<file path="src/rtl/shift_sequencer.sv">
// shift_sequencer
//   Multi-cycle 4-bit shifter. A start pulse in IDLE captures the operand,
//   opcode and distance. The shift then runs at up to 3 bits per cycle, and
//   the FSM finishes with a one-cycle done pulse.
//
//   Build option: define SHIFTSEQ_ROTATE_EN to enable opcode 0100 (ROL).
//   Without it, 0100 is an illegal opcode like 0101-1111.
//
// Ports
//   clk     in   rising-edge clock
//   rst_n   in   asynchronous active-low reset
//   start   in   operation request, sampled only in IDLE
//   opcode  in   [3:0] 0000/0001 LSL, 0010 LSR, 0011 ASR, 0100 ROL (optional)
//   data_in in   [3:0] operand
//   amount  in   [3:0] shift distance 0-15
//   busy    out  high whenever the FSM is not in IDLE
//   done    out  one-cycle completion pulse
//   result  out  [3:0] working register, held in IDLE
//   err     out  illegal-opcode flag, valid with done and held with result
module shift_sequencer (
  input  logic       clk,
  input  logic       rst_n,
  input  logic       start,
  input  logic [3:0] opcode,
  input  logic [3:0] data_in,
  input  logic [3:0] amount,
  output logic       busy,
  output logic       done,
  output logic [3:0] result,
  output logic       err
);

  typedef enum logic [1:0] {IDLE, SHIFT, DONE} state_t;

  state_t     state, state_next;
  logic [3:0] work, work_next;
  logic [3:0] op, op_next;
  logic [3:0] remaining, remaining_next;
  logic       err_reg, err_next;
  logic       legal;
  logic [1:0] step;
  logic [7:0] rot;

  // Opcode legality is decided on the live input, because it only matters
  // on the capture edge.
  always_comb begin
    legal = 1'b0;
    case (opcode)
      4'b0000, 4'b0001, 4'b0010, 4'b0011: legal = 1'b1;
`ifdef SHIFTSEQ_ROTATE_EN
      4'b0100: legal = 1'b1;
`endif
      default: legal = 1'b0;
    endcase
  end

  // State and datapath registers.
  always_ff @(posedge clk or negedge rst_n) begin
    if (!rst_n) begin
      state     <= IDLE;
      work      <= 4'b0000;
      op        <= 4'b0000;
      remaining <= 4'b0000;
      err_reg   <= 1'b0;
    end else begin
      state     <= state_next;
      work      <= work_next;
      op        <= op_next;
      remaining <= remaining_next;
      err_reg   <= err_next;
    end
  end

  // Next-state and datapath logic.
  // An illegal opcode loads zero into the working register, so the result
  // reads 0000 during DONE without a separate output mux.
  always_comb begin
    state_next     = state;
    work_next      = work;
    op_next        = op;
    remaining_next = remaining;
    err_next       = err_reg;
    step           = (remaining > 4'd3) ? 2'd3 : remaining[1:0];
    rot            = {work, work} << step;

    case (state)
      IDLE: begin
        if (start) begin
          op_next        = opcode;
          err_next       = !legal;
          work_next      = legal ? data_in : 4'b0000;
          remaining_next = legal ? amount : 4'b0000;
          state_next     = (legal && amount != 4'd0) ? SHIFT : DONE;
        end
      end

      SHIFT: begin
        case (op)
          4'b0000, 4'b0001: work_next = work << step;
          4'b0010:          work_next = work >> step;
          4'b0011:          work_next = 4'($signed(work) >>> step);
`ifdef SHIFTSEQ_ROTATE_EN
          4'b0100:          work_next = rot[7:4];
`endif
          default:          work_next = work;
        endcase
        remaining_next = remaining - {2'b00, step};
        if (remaining <= 4'd3) state_next = DONE;
      end

      DONE: state_next = IDLE;

      default: state_next = IDLE;
    endcase
  end

  assign busy   = (state != IDLE);
  assign done   = (state == DONE);
  assign result = work;
  assign err    = err_reg;

endmodule

</file>
<file path="config.mk">
export PLATFORM = sky130hd
export DESIGN_NAME = shift_sequencer
export DESIGN_NICKNAME = d
export VERILOG_FILES = /design/src/rtl/shift_sequencer.sv
export SDC_FILE = /design/constraint.sdc
export NUM_CORES = 1
export LEC_CHECK = 0
export ABC_AREA = 1
export CAP_MARGIN = 20
export CORE_MARGIN = 4
export CORE_UTILIZATION = 45
export DETAILED_ROUTE_END_ITERATION = 12
export HOLD_SLACK_MARGIN = 0.1
export PLACE_DENSITY = 0.84
export SYNTH_ARGS = -nofsm -noshare
export SYNTH_HDL_FRONTEND = slang
export SYNTH_SLANG_ARGS = --single-unit
</file>
<file path="constraint.sdc">
create_clock -name clk -period 1.32 [get_ports clk]
set_input_delay 0.396 -clock clk [delete_from_list [all_inputs] [get_ports clk]]
set_output_delay 0.396 -clock clk [all_outputs]
set_load 0.01 [all_outputs]
</file>
==> results of run 1 <==
-- final cells by class --
type / count / area, sq um / area share
flip-flops and latches: 15 / 377 / 0.242
clock buffers: 4 / 26.3 / 0.0169
multi-input cells: 106 / 617 / 0.396
inverters: 26 / 110 / 0.0706
repair buffers: 48 / 394 / 0.253
well taps: 28 / 35.0 / 0.0225
-- Yosys cell counts (all sizes together) --
master | n | area share
nand2 | 47 | 0.19
a21oi | 6 | 0.028
dfrtp | 15 | 0.36
or2 | 1 | 0.0059
clkinv | 1 | 0.0083
nand3 | 8 | 0.055
o22ai | 2 | 0.012
o211ai | 1 | 0.0071
buf | 1 | 0.0071
o21ai | 16 | 0.097
ha | 1 | 0.012
nor2 | 22 | 0.11
inv | 25 | 0.091
o221ai | 2 | 0.017
-- final timing paths --
check	to	start	slack [ns]
hold / removal	err	rst_n	0.40
hold reg to reg	op[1]	op[1]	0.51
setup reg to reg	result[2]	remaining[3]	-0.09
min in group clk	op[1]	op[1]	0.51
max in group asynchronous	state[1]	rst_n	0.72
setup / recovery	result[2]	remaining[3]	-0.09
-- logic make-up after synthesis --
family	Yosys count
AOI/OAI and AO/OA	27
adders and majority gates	1
buffers and inverters	27
DFF	15
and+or+nand+nor	78
-- report_power, final --
group | internal [mW] | switching, mW
sequential | 0.598 | 0.122
combinational | 0.660 | 0.898
clock | 0.118 | 0.163
-- critical path, delay by kind of cell, from the launching register on --
kind	cells	cell delay [ns]
buffers and inverters	2	0.19
and+or+nand+nor	7	0.60
AOI/OAI and AO/OA	1	0.07
DFF	1	0.44
-- layer usage --
| metal | track usage | up-vias | routed length, um |
|---|---|---|---|
| li1 | - | 571 | - |
| met1 | 0.198 | 546 | 1190 |
| met2 | 0.317 | 36 | 1560 |
| met3 | 0.0391 | 9 | 110 |
| met4 | 0.115 | 0 | 78 |
| met5 | 0 | - | 0 |
-- timing repair --
| action | CTS | global route |
|---|---|---|
| endpoints found under the setup margin | 12 | 12 |
| buffers inserted | 2 | 2 |
| pin swaps | 9 | 2 |
| endpoints found under the hold margin | 0 | 0 |
| resized for setup | 35 | 9 |
-- per-stage QoR --
| step | cell area [sq um] | utilization | cells | setup TNS [ns] |
|---|---|---|---|---|
| after floorplan | 1050 | - | 148 | 0 |
| after global placement | 1470 | 0.662 | 219 | -3.10 |
| after detailed placement | 1470 | 0.662 | 219 | -3.56 |
| after CTS | 1510 | 0.680 | 225 | -0.246 |
| after global routing | 1560 | 0.705 | 227 | -1.18 |
| final | 1560 | 0.705 | 227 | -0.498 |
==> out/metrics.csv, run 1 <==
stage,metric,value,unit
die,core,2210,sq um
global_routing,grt_max_degree,16,
critical_path,cp_slowest_cell,dfrtp_1,
place,io_buffers,21,
critical_path,cpPeakStageDelay,0.44,ns
drt,wl_per_cell,12.9,um
die,die_width,56.4,um
power,p_leak,0.782,nW
synthesis,synth_top_family_by_area,simple AND/OR/NAND/NOR gates,
sta,min_period_over_period,1.07,
run,max_cap_viol_count,0,
place,pre_cts_ws,-0.313,ns
global_routing,antenna_found_initial,0,
critical_path,criticalPathCategory,reg2reg,
finish,nets,216,
clock_network,cts.sinks,15,
sta,rsz0062_at_grt,yes,
place,hpwl,2120,um
critical_path,rr_worst_depth,10,
finish,drive_above_1_share,0.347,
die,rows,17,
die,start_util,0.477,
synthesis,synth_compound_area_frac,0.161,
sta,finalMaxSlewViolations,0,
power,power.total,2.56,mW
finish,fill_cells,170,
global_routing,grt_pass1_wl,4550,um
sta,relSlewSlack,0.794,
global_routing,grt_pass1_vias,1108,
critical_path,worstSetupEndpointType,flop,
clock_network,clockBufferDepth,2,
global_routing,gr-total-overflow,0,
synthesis,netlist_area,1050,sq um
synthesis,ys_warn_count,0,
sta,finalClockSkew,0.00857,ns
drt,drc_errors,0,
finish,syn_to_final_growth,47.8,%
sta,final_hold_viol_count,0,
sta,whs,0.399,ns
clock_network,cts_buffers,3,
sta,worst_pin_slew,0.306,ns
synthesis,ys_types,26,
place,gp_congestion,0.918,
finish,layout_common_cells,"nand2_1 (42), buf_4 (25), inv_1 (18)",
finish,final_common_cell,nand2_1,
synthesis,synthCells,148,
synthesis,synth_mux_area_frac,0,
synthesis,synth_seq_cells,15,
clock_network,cts_tree,yes,
clock_network,clock_latency,0.30,ns
critical_path,crit_chain,"nor2_4, buf_12, nand2_4, nor2_1, nor2_1, inv_1, o21ai_1, nand3_1, nand2_1, nand2_1",
synthesis,synthAdderAreaFrac,0.0119,
outcome,status,"finished, violations left",
power,max-vdd-ir-drop,0.000926,V
clock_network,root_buffer,clkbuf_4,
synthesis,yosys.area_share.simple,0.364,
sta,max_freq,0.708,GHz
critical_path,cp_max_fo,7,
critical_path,crit_path_start_kind,flop,
sta,setup_violations,7,
clock_network,path_clk_slew,0.10,ns
finish,n_antenna_cell,0,
sta,finalWorstSetupSlack,-0.0918,ns
global_routing,track_usage,0.182,
min_path,hold_path_class,in2async,
die,ios,22,
die,die_h,56.4,um
die,dieArea,3180,sq um
drt,ant_nets,0,
synthesis,synth_fp_nets,164,
drt,wl,2930,um
critical_path,cp.required,1.51,ns
drt,vias_per_cell,5.12,
synthesis,synth.avg_cell_area,7.13,sq um
power,power.density,1640,nW/um^2
drt,vias,1162,
outcome,failed_checks,setup timing,
synthesis,synthXorXnorAreaFrac,0,
sta,finalCriticalPeriod,1.41,ns
critical_path,crit_arrival,1.60,ns
clock_network,ctsHtreeMaxLevel,1,
drt,initialDrtViolationCount,13,
synthesis,seq_area_frac_synth,0.356,
drt,firstDrtPassIters,4,
clock_network,cts_hold_buffers,0,
Note: power is estimated with default switching activity, not from simulation.
==> run 2, diff against run 1 <==
--- a/config.mk
+++ b/config.mk
@@ -6,7 +6,7 @@
 export NUM_CORES = 1
 export LEC_CHECK = 0
 export ABC_AREA = 1
-export CAP_MARGIN = 20
+export CAP_MARGIN = 25
 export CORE_MARGIN = 4
 export CORE_UTILIZATION = 45
 export DETAILED_ROUTE_END_ITERATION = 12
==> results of run 2 <==
Final layout, timing and power as in run 1 (identical DEF).
==> edit, RTL diff (settings of run 2) <==
Encoding of `state_t`: now one-hot (3 bits for 3 states).
--- a/src/rtl/shift_sequencer.sv
+++ b/src/rtl/shift_sequencer.sv
@@ -31,5 +31,5 @@
 );
 
-  typedef enum logic [1:0] {IDLE, SHIFT, DONE} state_t;
+  typedef enum logic [2:0] {IDLE = 3'b001, SHIFT = 3'b010, DONE = 3'b100} state_t;
 
   state_t     state, state_next;
Behaviour: no difference found for any inputs over 10 cycles, from zero or initial values and one cycle with rst_n low; not proved beyond that.
==> edit against run 2 <==
  * The run still ends with negative setup slack left
  * Maximum frequency shrank 13%
  * Combinational power shrank 24%
  * Final cell count grew 3.5%
  * Area after synthesis grew 2.1%
  * Critical path type unchanged
  * Design area grew 6.5%
  * Sequential cell count grew 1
  * Non-clock buffer count shrank 1
  * Total power shrank 15%
  * Worst setup slack lost 220 ps
  * Core utilization grew 3.2 points
  * Clock skew grew 3.8 ps
  * Critical path depth is the same
  * Wire length grew 32%
==> edit: results (changes against run 2) <==
INFO  metric outcome = finished, violations left
INFO  metric failed_checks = negative setup slack
INFO  metric r2r_setup_slack = -310 ps (-220 ps)
INFO  metric grt_max_degree = 12 (-4)
INFO  metric drt_drc_violations_left = 0 (unchanged)
INFO  metric netlist-cell-type-count = 26 (unchanged)
INFO  metric finalHoldWorstSlack = 377 ps (-22.3 ps)
INFO  metric global_route_wire_length_before_repair = 5.20 mm (+14%)
INFO  metric post_synth.cell_area_avg = 6.82 sq um (-4.3%)
INFO  metric grt_antenna_before_repair = 0 (unchanged)
INFO  metric ys_dominant_reg_cell = dfrtp_1
INFO  metric post_route_cells_drive_above_1_share = 31.9% (-2.8 points)
INFO  metric detailedRoute.firstIterationViolations = 121 (+108)
INFO  metric drt_pre_antenna_iters = 4 (unchanged)
INFO  metric crit_fanout = 6 (-1)
INFO  metric gpl.final_weighted_congestion = 0.943 (+2.8%)
INFO  metric worst_r2r_path_depth = 10 (unchanged)
INFO  metric yosys_warnings = 0 (unchanged)
INFO  metric nets = 224 (+3.7%)
INFO  metric worst_clock_skew_on_the_final_layout = 12.3 ps (+3.77 ps)
INFO  metric grt_pass1_vias = 1,177 (+6.2%)
INFO  metric report.final.setup_viol = 18 (+11)
INFO  metric postLayoutSetupSlackWorst = -309 ps (-218 ps)
INFO  metric synth_area_leaders = dfrtp_1 (35%), nand2_1 (15%), inv_1 (9.1%), nand3_1 (7.0%), nor2_1 (5.9%)
INFO  metric htree_levels = 1 (unchanged)
INFO  metric r2r_end = result[3]$_DFFE_PN0P_
INFO  metric portBuffers = 21 (unchanged)
INFO  metric timing.max_slew.rel_slack = 78.9% (-0.43 points)
INFO  metric route.vias.total = 1,324 (+14%)
INFO  metric power_report.internal_total = 1230 uW (-10%)
INFO  metric leakage = 0.000829 uW (+6.0%)
INFO  metric cts-buffers-inserted = 3 (unchanged)
INFO  metric finalNonFillerCells = 235 (+3.5%)
INFO  metric dp.final_hpwl = 2.31 mm (+9.1%)
INFO  metric num_antenna_cells = 0 (unchanged)
INFO  metric detail_route.wirelength = 3.87 mm (+32%)
INFO  metric clkLatencyLatePin = 300 ps (about the same)
INFO  metric worstHoldPathType = in -> async
INFO  metric post_synth_arst_share = 100% (unchanged)
INFO  metric gr-usage-all-layers = 20.4% (+2.2 points)
INFO  metric clockRootBuffer = clkbuf_4
INFO  metric synth_nets = 174 (+6.1%)
INFO  metric worstReg2RegStart = state[0]$_DFFE_PN1P_
INFO  metric clock_path_buffers = 2 (unchanged)
INFO  metric synth.top_cells.by_count = nand2_1 (43), inv_1 (26), nor2_1 (17)
INFO  metric endpoint_arrival_time_on_the_critical_path = 1880 ps (+280 ps)
INFO  metric clk_transition_reported_paths = 100 ps (about the same)
INFO  metric place.detailed.instances = 228 (+4.1%)
INFO  metric synth.yosys.seq_area_share = 37.3% (+1.7 points)
INFO  metric ir_drop = 1.03 mV (+11%)
edit: how the worst max path moves through the flow:
| stage | from | endpoint | slack (ps) | cells past startpoint |
|---|---|---|---|---|
| after floorplan | state[0]$_DFFE_PN1P_ | op[0]$_DFFE_PN0P_ | -0.5 | 5 |
| final | state[0]$_DFFE_PN1P_ | result[3]$_DFFE_PN0P_ | -310 | 10 |
| after detailed placement | state[0]$_DFFE_PN1P_ | busy | -290 | 4 |
| after global placement | start | remaining[0]$_DFFE_PN0P_ | -260 | 6 |
| after global routing | state[0]$_DFFE_PN1P_ | result[3]$_DFFE_PN0P_ | -350 | 10 |
| after CTS | state[0]$_DFFE_PN1P_ | busy | -260 | 4 |
edit: metal layers:
metal | vias up | share of wire (%) | wire length, microns | global-route usage (%)
met1 | 598 | 36 | 1400 | 24.1
met4 | 0 | 6.2 | 241 | 11.3
met3 | 29 | 8.9 | 343 | 3.85
li1 | 603 | - | - | -
met5 | - | 0 | 0 | 0
met2 | 94 | 49 | 1890 | 34.7
edit: logic make-up after synthesis:
family | share of synthesized area [%]
and+or+nand+nor | 37.5
buffers and inverters | 10.2
AOI/OAI and AO/OA | 11.6
DFF | 37.3
xor gates and xnor gates | 0.813
muxes | 1.39
adders and majority gates | 1.16
edit: per-stage QoR:
step | setup WS, ps | setup TNS (ps) | util (%) | cell area, sq um
2_1_floorplan | -0.508 | -0.508 | - | 1090
3_3_place_gp | -263 | -3550 | 66.5 | 1500
3_5_place_dp | -286 | -3970 | 66.5 | 1500
4_1_cts | -264 | -1120 | 70.6 | 1590
5_1_grt | -353 | -3920 | 73.6 | 1660
6_report | -309 | -3060 | 73.6 | 1660
edit: repair_timing:
| action | 4_1_cts | 5_1_grt |
|---|---|---|
| gates cloned | 0 | 0 |
| resized for setup | 41 | 25 |
| setup endpoints to repair | 22 | 23 |
| pin swaps | 7 | 4 |
| endpoints found under the hold margin | 0 | 0 |
| buffers inserted | 12 | 1 |
edit: power groups by stage:
stage	Combinational, uW	Clock [uW]	Sequential [uW]
2_1_floorplan	552	0	700
3_3_place_gp	991	0	684
3_5_place_dp	1030	0	692
4_1_cts	1080	276	684
5_1_grt	1290	309	702
6_report	1190	285	692
edit: layout make-up:
cell class	count	area (sq um)
Multi-Input combinational cell	114	693
Fill cell	161	594
Timing Repair Buffer	47	404
Sequential cell	16	402
Inverter	26	100
Tap cell	28	35.0
Clock buffer	4	26.3
edit: worst max-delay path: stages (launching register included):
cell     delay [ps]
dfstp_2         570
inv_2            60
nor2_4           80
buf_4           110
buf_6            90
nand3_4         120
nand2_8         150
nand3_4         110
nor2_1          140
nand2_1          60
nand2_1          70
